$ cat src/rtl/hazard_stall_controller_if.sv
// Hazard-unit bundle: pipeline-stage register addresses and control in, stall/bubble control out.
// master = pipeline side (drives stage info), slave = hazard controller.
interface hazard_stall_controller_if #(
    parameter int ADDR_W = 5,
    parameter int CNT_W  = 16
);
    logic [ADDR_W-1:0] ID_RS1addr_i;
    logic [ADDR_W-1:0] ID_RS2addr_i;
    logic              ID_UsesRS1_i;
    logic              ID_UsesRS2_i;
    logic              ID_Branch_i;
    logic [ADDR_W-1:0] EX_RDaddr_i;
    logic              EX_RegWrite_i;
    logic              EX_MemRead_i;
    logic [ADDR_W-1:0] MEM_RDaddr_i;
    logic              MEM_MemRead_i;
    logic              DMem_Stall_i;
    logic              PCWrite_o;
    logic              Stall_o;
    logic              NoOp_o;
    logic              Freeze_o;
    logic [CNT_W-1:0]  StallCnt_o;

    modport master (
        output ID_RS1addr_i, ID_RS2addr_i, ID_UsesRS1_i, ID_UsesRS2_i, ID_Branch_i,
               EX_RDaddr_i, EX_RegWrite_i, EX_MemRead_i, MEM_RDaddr_i, MEM_MemRead_i,
               DMem_Stall_i,
        input  PCWrite_o, Stall_o, NoOp_o, Freeze_o, StallCnt_o
    );

    modport slave (
        input  ID_RS1addr_i, ID_RS2addr_i, ID_UsesRS1_i, ID_UsesRS2_i, ID_Branch_i,
               EX_RDaddr_i, EX_RegWrite_i, EX_MemRead_i, MEM_RDaddr_i, MEM_MemRead_i,
               DMem_Stall_i,
        output PCWrite_o, Stall_o, NoOp_o, Freeze_o, StallCnt_o
    );
endinterface

$ cat src/rtl/hazard_stall_controller.sv
// Load-use / branch-in-ID hazard detection with multi-cycle stall sequencing,
// data-memory freeze priority and a saturating bubble-cycle counter.
module hazard_stall_controller #(
    parameter int ADDR_W       = 5,
    parameter int LOAD_LAT     = 1,
    parameter int BRANCH_IN_ID = 1,
    parameter int CNT_W        = 16
) (
    input  logic                      clk_i,
    input  logic                      rst_i,
    hazard_stall_controller_if.slave  bus
);
    localparam int REM_W = $clog2(LOAD_LAT + 2);

    localparam logic [0:0] S_IDLE  = 1'b0;
    localparam logic [0:0] S_STALL = 1'b1;

    localparam logic [REM_W-1:0] N_ONE  = REM_W'(1);
    localparam logic [REM_W-1:0] N_LAT  = REM_W'(LOAD_LAT);
    localparam logic [REM_W-1:0] N_LAT1 = REM_W'(LOAD_LAT + 1);

    localparam bit BR_EN = (BRANCH_IN_ID != 0);

    logic [0:0]       state_q, state_d;
    logic [REM_W-1:0] rem_q, rem_d;
    logic [CNT_W-1:0] cnt_q, cnt_d;
    logic [REM_W-1:0] hazard_n;
    logic             pc_write, stall, noop, freeze;

    // An operand matches a producer only if it is really read and the producer is not x0.
    logic ex_match, mem_match;
    assign ex_match =
        (bus.EX_RDaddr_i != '0) &&
        ((bus.ID_UsesRS1_i && (bus.ID_RS1addr_i == bus.EX_RDaddr_i)) ||
         (bus.ID_UsesRS2_i && (bus.ID_RS2addr_i == bus.EX_RDaddr_i)));
    assign mem_match =
        (bus.MEM_RDaddr_i != '0) &&
        ((bus.ID_UsesRS1_i && (bus.ID_RS1addr_i == bus.MEM_RDaddr_i)) ||
         (bus.ID_UsesRS2_i && (bus.ID_RS2addr_i == bus.MEM_RDaddr_i)));

    logic branch_hz;
    assign branch_hz = BR_EN && bus.ID_Branch_i;

    // Bubble count for the hazard seen in ID; the longest requirement wins.
    always_comb begin
        hazard_n = '0;
        if (bus.EX_MemRead_i && ex_match) begin
            hazard_n = N_LAT;
        end
        if (branch_hz && bus.MEM_MemRead_i && mem_match && (hazard_n < N_LAT)) begin
            hazard_n = N_LAT;
        end
        if (branch_hz && bus.EX_RegWrite_i && !bus.EX_MemRead_i && ex_match && (hazard_n < N_ONE)) begin
            hazard_n = N_ONE;
        end
        if (branch_hz && bus.EX_MemRead_i && ex_match) begin
            hazard_n = N_LAT1;
        end
    end

    // NOTE: every signal driven here gets a default first, so no path can infer a latch.
    always_comb begin
        state_d  = state_q;
        rem_d    = rem_q;
        pc_write = 1'b1;
        stall    = 1'b0;
        noop     = 1'b0;
        freeze   = 1'b0;
        if (rst_i) begin
            pc_write = 1'b1;
        end else if (bus.DMem_Stall_i) begin
            freeze   = 1'b1;
            pc_write = 1'b0;
            stall    = 1'b1;
        end else if (state_q == S_STALL) begin
            pc_write = 1'b0;
            stall    = 1'b1;
            noop     = 1'b1;
            if (rem_q == N_ONE) begin
                state_d = S_IDLE;
                rem_d   = '0;
            end else begin
                rem_d = rem_q - N_ONE;
            end
        end else if (hazard_n != '0) begin
            pc_write = 1'b0;
            stall    = 1'b1;
            noop     = 1'b1;
            if (hazard_n > N_ONE) begin
                state_d = S_STALL;
                rem_d   = hazard_n - N_ONE;
            end
        end
    end

    assign cnt_d = (noop && (cnt_q != '1)) ? cnt_q + CNT_W'(1) : cnt_q;

    // NOTE: sequential state uses non-blocking assignments so all registers update together.
    always_ff @(posedge clk_i) begin
        if (rst_i) begin
            state_q <= S_IDLE;
            rem_q   <= '0;
            cnt_q   <= '0;
        end else begin
            state_q <= state_d;
            rem_q   <= rem_d;
            cnt_q   <= cnt_d;
        end
    end

    assign bus.PCWrite_o  = pc_write;
    assign bus.Stall_o    = stall;
    assign bus.NoOp_o     = noop;
    assign bus.Freeze_o   = freeze;
    assign bus.StallCnt_o = cnt_q;
endmodule

$ cat src/flat_wrapper.sv
// flat-port wrapper written by rule: the top's interface ports become plain ports
module hazard_stall_controller_flat 
#(
    parameter int ADDR_W       = 5,
    parameter int LOAD_LAT     = 1,
    parameter int BRANCH_IN_ID = 1,
    parameter int CNT_W        = 16
)
  (clk_i, rst_i, bus_ID_RS1addr_i, bus_ID_RS2addr_i, bus_ID_UsesRS1_i, bus_ID_UsesRS2_i, bus_ID_Branch_i, bus_EX_RDaddr_i, bus_EX_RegWrite_i, bus_EX_MemRead_i, bus_MEM_RDaddr_i, bus_MEM_MemRead_i, bus_DMem_Stall_i, bus_PCWrite_o, bus_Stall_o, bus_NoOp_o, bus_Freeze_o, bus_StallCnt_o);
  hazard_stall_controller_if #(.ADDR_W(ADDR_W), .CNT_W(CNT_W)) bus_i ();
  input  logic clk_i;
  input  logic rst_i;
  input wire logic [$bits(bus_i.ID_RS1addr_i)-1:0] bus_ID_RS1addr_i;
  input wire logic [$bits(bus_i.ID_RS2addr_i)-1:0] bus_ID_RS2addr_i;
  input wire logic [$bits(bus_i.ID_UsesRS1_i)-1:0] bus_ID_UsesRS1_i;
  input wire logic [$bits(bus_i.ID_UsesRS2_i)-1:0] bus_ID_UsesRS2_i;
  input wire logic [$bits(bus_i.ID_Branch_i)-1:0] bus_ID_Branch_i;
  input wire logic [$bits(bus_i.EX_RDaddr_i)-1:0] bus_EX_RDaddr_i;
  input wire logic [$bits(bus_i.EX_RegWrite_i)-1:0] bus_EX_RegWrite_i;
  input wire logic [$bits(bus_i.EX_MemRead_i)-1:0] bus_EX_MemRead_i;
  input wire logic [$bits(bus_i.MEM_RDaddr_i)-1:0] bus_MEM_RDaddr_i;
  input wire logic [$bits(bus_i.MEM_MemRead_i)-1:0] bus_MEM_MemRead_i;
  input wire logic [$bits(bus_i.DMem_Stall_i)-1:0] bus_DMem_Stall_i;
  output wire logic [$bits(bus_i.PCWrite_o)-1:0] bus_PCWrite_o;
  output wire logic [$bits(bus_i.Stall_o)-1:0] bus_Stall_o;
  output wire logic [$bits(bus_i.NoOp_o)-1:0] bus_NoOp_o;
  output wire logic [$bits(bus_i.Freeze_o)-1:0] bus_Freeze_o;
  output wire logic [$bits(bus_i.StallCnt_o)-1:0] bus_StallCnt_o;
  assign bus_i.ID_RS1addr_i = bus_ID_RS1addr_i;
  assign bus_i.ID_RS2addr_i = bus_ID_RS2addr_i;
  assign bus_i.ID_UsesRS1_i = bus_ID_UsesRS1_i;
  assign bus_i.ID_UsesRS2_i = bus_ID_UsesRS2_i;
  assign bus_i.ID_Branch_i = bus_ID_Branch_i;
  assign bus_i.EX_RDaddr_i = bus_EX_RDaddr_i;
  assign bus_i.EX_RegWrite_i = bus_EX_RegWrite_i;
  assign bus_i.EX_MemRead_i = bus_EX_MemRead_i;
  assign bus_i.MEM_RDaddr_i = bus_MEM_RDaddr_i;
  assign bus_i.MEM_MemRead_i = bus_MEM_MemRead_i;
  assign bus_i.DMem_Stall_i = bus_DMem_Stall_i;
  assign bus_PCWrite_o = bus_i.PCWrite_o;
  assign bus_Stall_o = bus_i.Stall_o;
  assign bus_NoOp_o = bus_i.NoOp_o;
  assign bus_Freeze_o = bus_i.Freeze_o;
  assign bus_StallCnt_o = bus_i.StallCnt_o;
  hazard_stall_controller #(.ADDR_W(ADDR_W), .LOAD_LAT(LOAD_LAT), .BRANCH_IN_ID(BRANCH_IN_ID), .CNT_W(CNT_W)) u_core (.clk_i(clk_i), .rst_i(rst_i), .bus(bus_i));
endmodule
$ cat config.mk
export PLATFORM = sky130hd
export DESIGN_NAME = hazard_stall_controller_flat
export DESIGN_NICKNAME = d
export VERILOG_FILES = /design/src/rtl/hazard_stall_controller_if.sv /design/src/rtl/hazard_stall_controller.sv /design/src/flat_wrapper.sv
export SDC_FILE = /design/constraint.sdc
export NUM_CORES = 1
export LEC_CHECK = 0
export ABC_CLOCK_PERIOD_IN_PS = 5700
export BUFFER_PORTS_ARGS = -buffer_cell sky130_fd_sc_hd__buf_2
export CAP_MARGIN = 20
export CORE_MARGIN = 2
export CORE_UTILIZATION = 30
export DETAILED_ROUTE_END_ITERATION = 12
export SETUP_SLACK_MARGIN = 0.5
export SLEW_MARGIN = 30
export SYNTH_ARGS = -nofsm -noshare
export SYNTH_HDL_FRONTEND = slang
export SYNTH_SLANG_ARGS = --single-unit
$ cat constraint.sdc
create_clock -name clk_i -period 5.7 [get_ports clk_i]
set_input_delay 0.285 -clock clk_i [delete_from_list [all_inputs] [get_ports clk_i]]
set_output_delay 0.285 -clock clk_i [all_outputs]
set_load 0.02 [all_outputs]
==> results.toml <==
[clock_tree]
ctsResizeCount = 0
cts_made_buffers = 3
htreeDepth = 1
clock_sinks = 19
post-cts-setup-buffer-count = 0
cts_root_buffer = "clkbuf_8"
cts_tree = "built"
insertion_delay_ns = 0.25
clk_pin_slew_ns = 0.07
clockBufferDepth = 2
cts_hold_buf = 0

[floorplanning]
start_util_pct = 31.2
die_area_um2 = 5080
core_um2 = 4350
fp.dieH_um = 71.3
die_w_um = 71.3
rows = 24
io_pins = 49

[route]
first_pass_iters = 4
drtIter0Drc = 116
wirelength_um = 3290
drc = 0
route.antenna.remaining_nets = 0
avgRoutedWirePerCell_um = 12.5
vias = 1405
via_per_inst = 5.34

[logic_synthesis]
ys_ff_latch = 19
synth_cells = 167
synth_top_area_share_pct = 28.0
yosys.area.top_type = "dfxtp_1"
async_flop_share_pct = 0
seq_area_frac_synth_pct = 28.0
synth_edf_count = 0
syn_area_per_cell_um2 = 8.13
synth.area.top_cells = "dfxtp_1 (28%), xnor2_1 (7.7%), or3_1 (6.5%)"
ys.warnings.count = 0
ys.flop_type = "dfxtp_1"
netlist_area_um2 = 1360
synth_fp_nets = 198
synth.distinct_cells = 43

[setup_path]
required_ns = 5.41
worst-endpoint-arrival_ns = 1.93
ff2ff_setup_slack_ns = 3.53
crit_path_end_kind = "output pin"
critPathKind = "in -> out"
critPathLaunchType = "primary input"
cp_max_fo = 30

[sta]
relSlewSlack_pct = 59.6
final-hold-violation-count = 0
fin_crit_ns = 2.21
rsz0062_at_grt = "no"
fin_setup_tns_ns = 0
period_share_pct = 38.8
fmax_ghz = 0.452
worstMarginPinSlew_ns = 0.605
setup_viol = 0
clock_skew_ns = 0.00561
slew_viol_final = 0

[layout]
n_antenna_cell = 0
layout_commonest_cell = "buf_2"
final_area_um2 = 1630
final_nets = 243
drive_gt1_share_pct = 27.0
num-fill-cells = 479
syn2layout_area_growth_pct = 20.3
layout_common_cells = "buf_2 (48), dfxtp_1 (19), a21oi_1 (15)"

[placement]
routabilityCongestion = 0.866
detailed_place.area_um2 = 1590
dp_hpwl_um = 2590
port_buffers = 48

[worst_hold_path]
hold_class = "in -> reg"

[job]
cap_violations = 0

[global_route]
grt_pass1_vias = 1329
track_usage_pct = 14.0
grt_first_pass_wirelength_um = 5890
antenna_found_initial = 0
grt_max_degree = 31
grt_overflow_total = 0

[pwr]
vdd_ir_drop_max_mv = 0.0733
p_leak_nw = 0.622
power_per_cell_area_nw_per_um2 = 168

[status]
status = "complete, no violations"
state kept, by name, indices dropped and copies added (netlist names):
name,flops
u_core.bus.StallCnt_o,16
u_core.rem_q,2
u_core.state_q,1
routing by layer:
layer  up-vias  track usage (%)  wire length, µm
met5         -                0                0
met4         0             2.52               36
met3         4             3.52              170
met2        31             23.0             1460
met1       648             19.0             1630
li1        722                -                -
cell usage after synthesis (2+ instances only):
cell type	n
nand2_1	10
dfxtp_1	19
or3_1	14
xnor2_1	12
o21ai_1	3
ha_1	2
nor2_1	7
buf_6	2
clkbuf_8	2
a221oi_1	2
inv_1	4
nor3_1	4
nand4_1	11
nor4_1	3
xor2_1	8
and4_1	3
and3_1	3
nand3_1	9
o21ai_0	11
a21oi_1	15
path summary, 6_finish.rpt:
path | startpoint | depth (start not counted) | end
setup / recovery | bus_ID_RS2addr_i[2] | 7 | bus_NoOp_o
hold / removal | bus_EX_MemRead_i | 3 | u_core.rem_q[0]$_SDFFE_PP0P_
setup reg to reg | u_core.bus.StallCnt_o[0]$_SDFFE_PP0P_ | 6 | u_core.bus.StallCnt_o[13]$_SDFFE_PP0P_
hold reg to reg | u_core.rem_q[1]$_SDFFE_PP0P_ | 2 | u_core.rem_q[1]$_SDFFE_PP0P_
logic make-up after synthesis:
group           count (synthesis)  synth area share, %
flops                          19                 28.0
buf+inv                        13                 7.00
xor+xnor                       20                 12.9
fa+ha+maj                       2                 1.84
simple gates                   68                 28.5
compound gates                 45                 21.8
where the power goes:
| group | leakage [nW] | internal (mW) | switching [mW] |
|---|---|---|---|
| clock | 0.0255 | 0.0485 | 0.0433 |
| sequential | 0.153 | 0.133 | 0.000331 |
| combinational | 0.444 | 0.0210 | 0.0277 |
| total | 0.622 | 0.203 | 0.0713 |
worst max-delay path: stages:
cell	delay [ns]
buf_2	0.12
xor2_1	0.16
nor4_2	0.29
a32oi_1	0.20
o221a_4	0.38
nor3_1	0.25
buf_2	0.22
through the flow:
step / hold slack (ns) / cells / power, mW / setup slack, ns / util, %
finish: 0.396 / 263 / 0.274 / 3.49 / 37.5
global placement: 0.476 / 259 / 0.185 / 3.52 / 36.4
floorplan: 0.368 / 167 / 0.166 / 3.57 / -
global route: 0.465 / 263 / 0.291 / 3.29 / 37.5
detailed placement: 0.484 / 259 / 0.185 / 3.55 / 36.4
CTS: 0.399 / 263 / 0.279 / 3.53 / 37.5
final cells by class:
cell class,count,area (µm²),area share [%]
clock buffers,3,41.3,2.53
clock inverters,1,5.00,0.307
inverters,5,18.8,1.15
multi-input cells,135,882,54.0
flip-flops and latches,19,380,23.3
well taps,52,65.1,3.98
repair buffers,48,240,14.7
(Power assumes the default switching activity.)
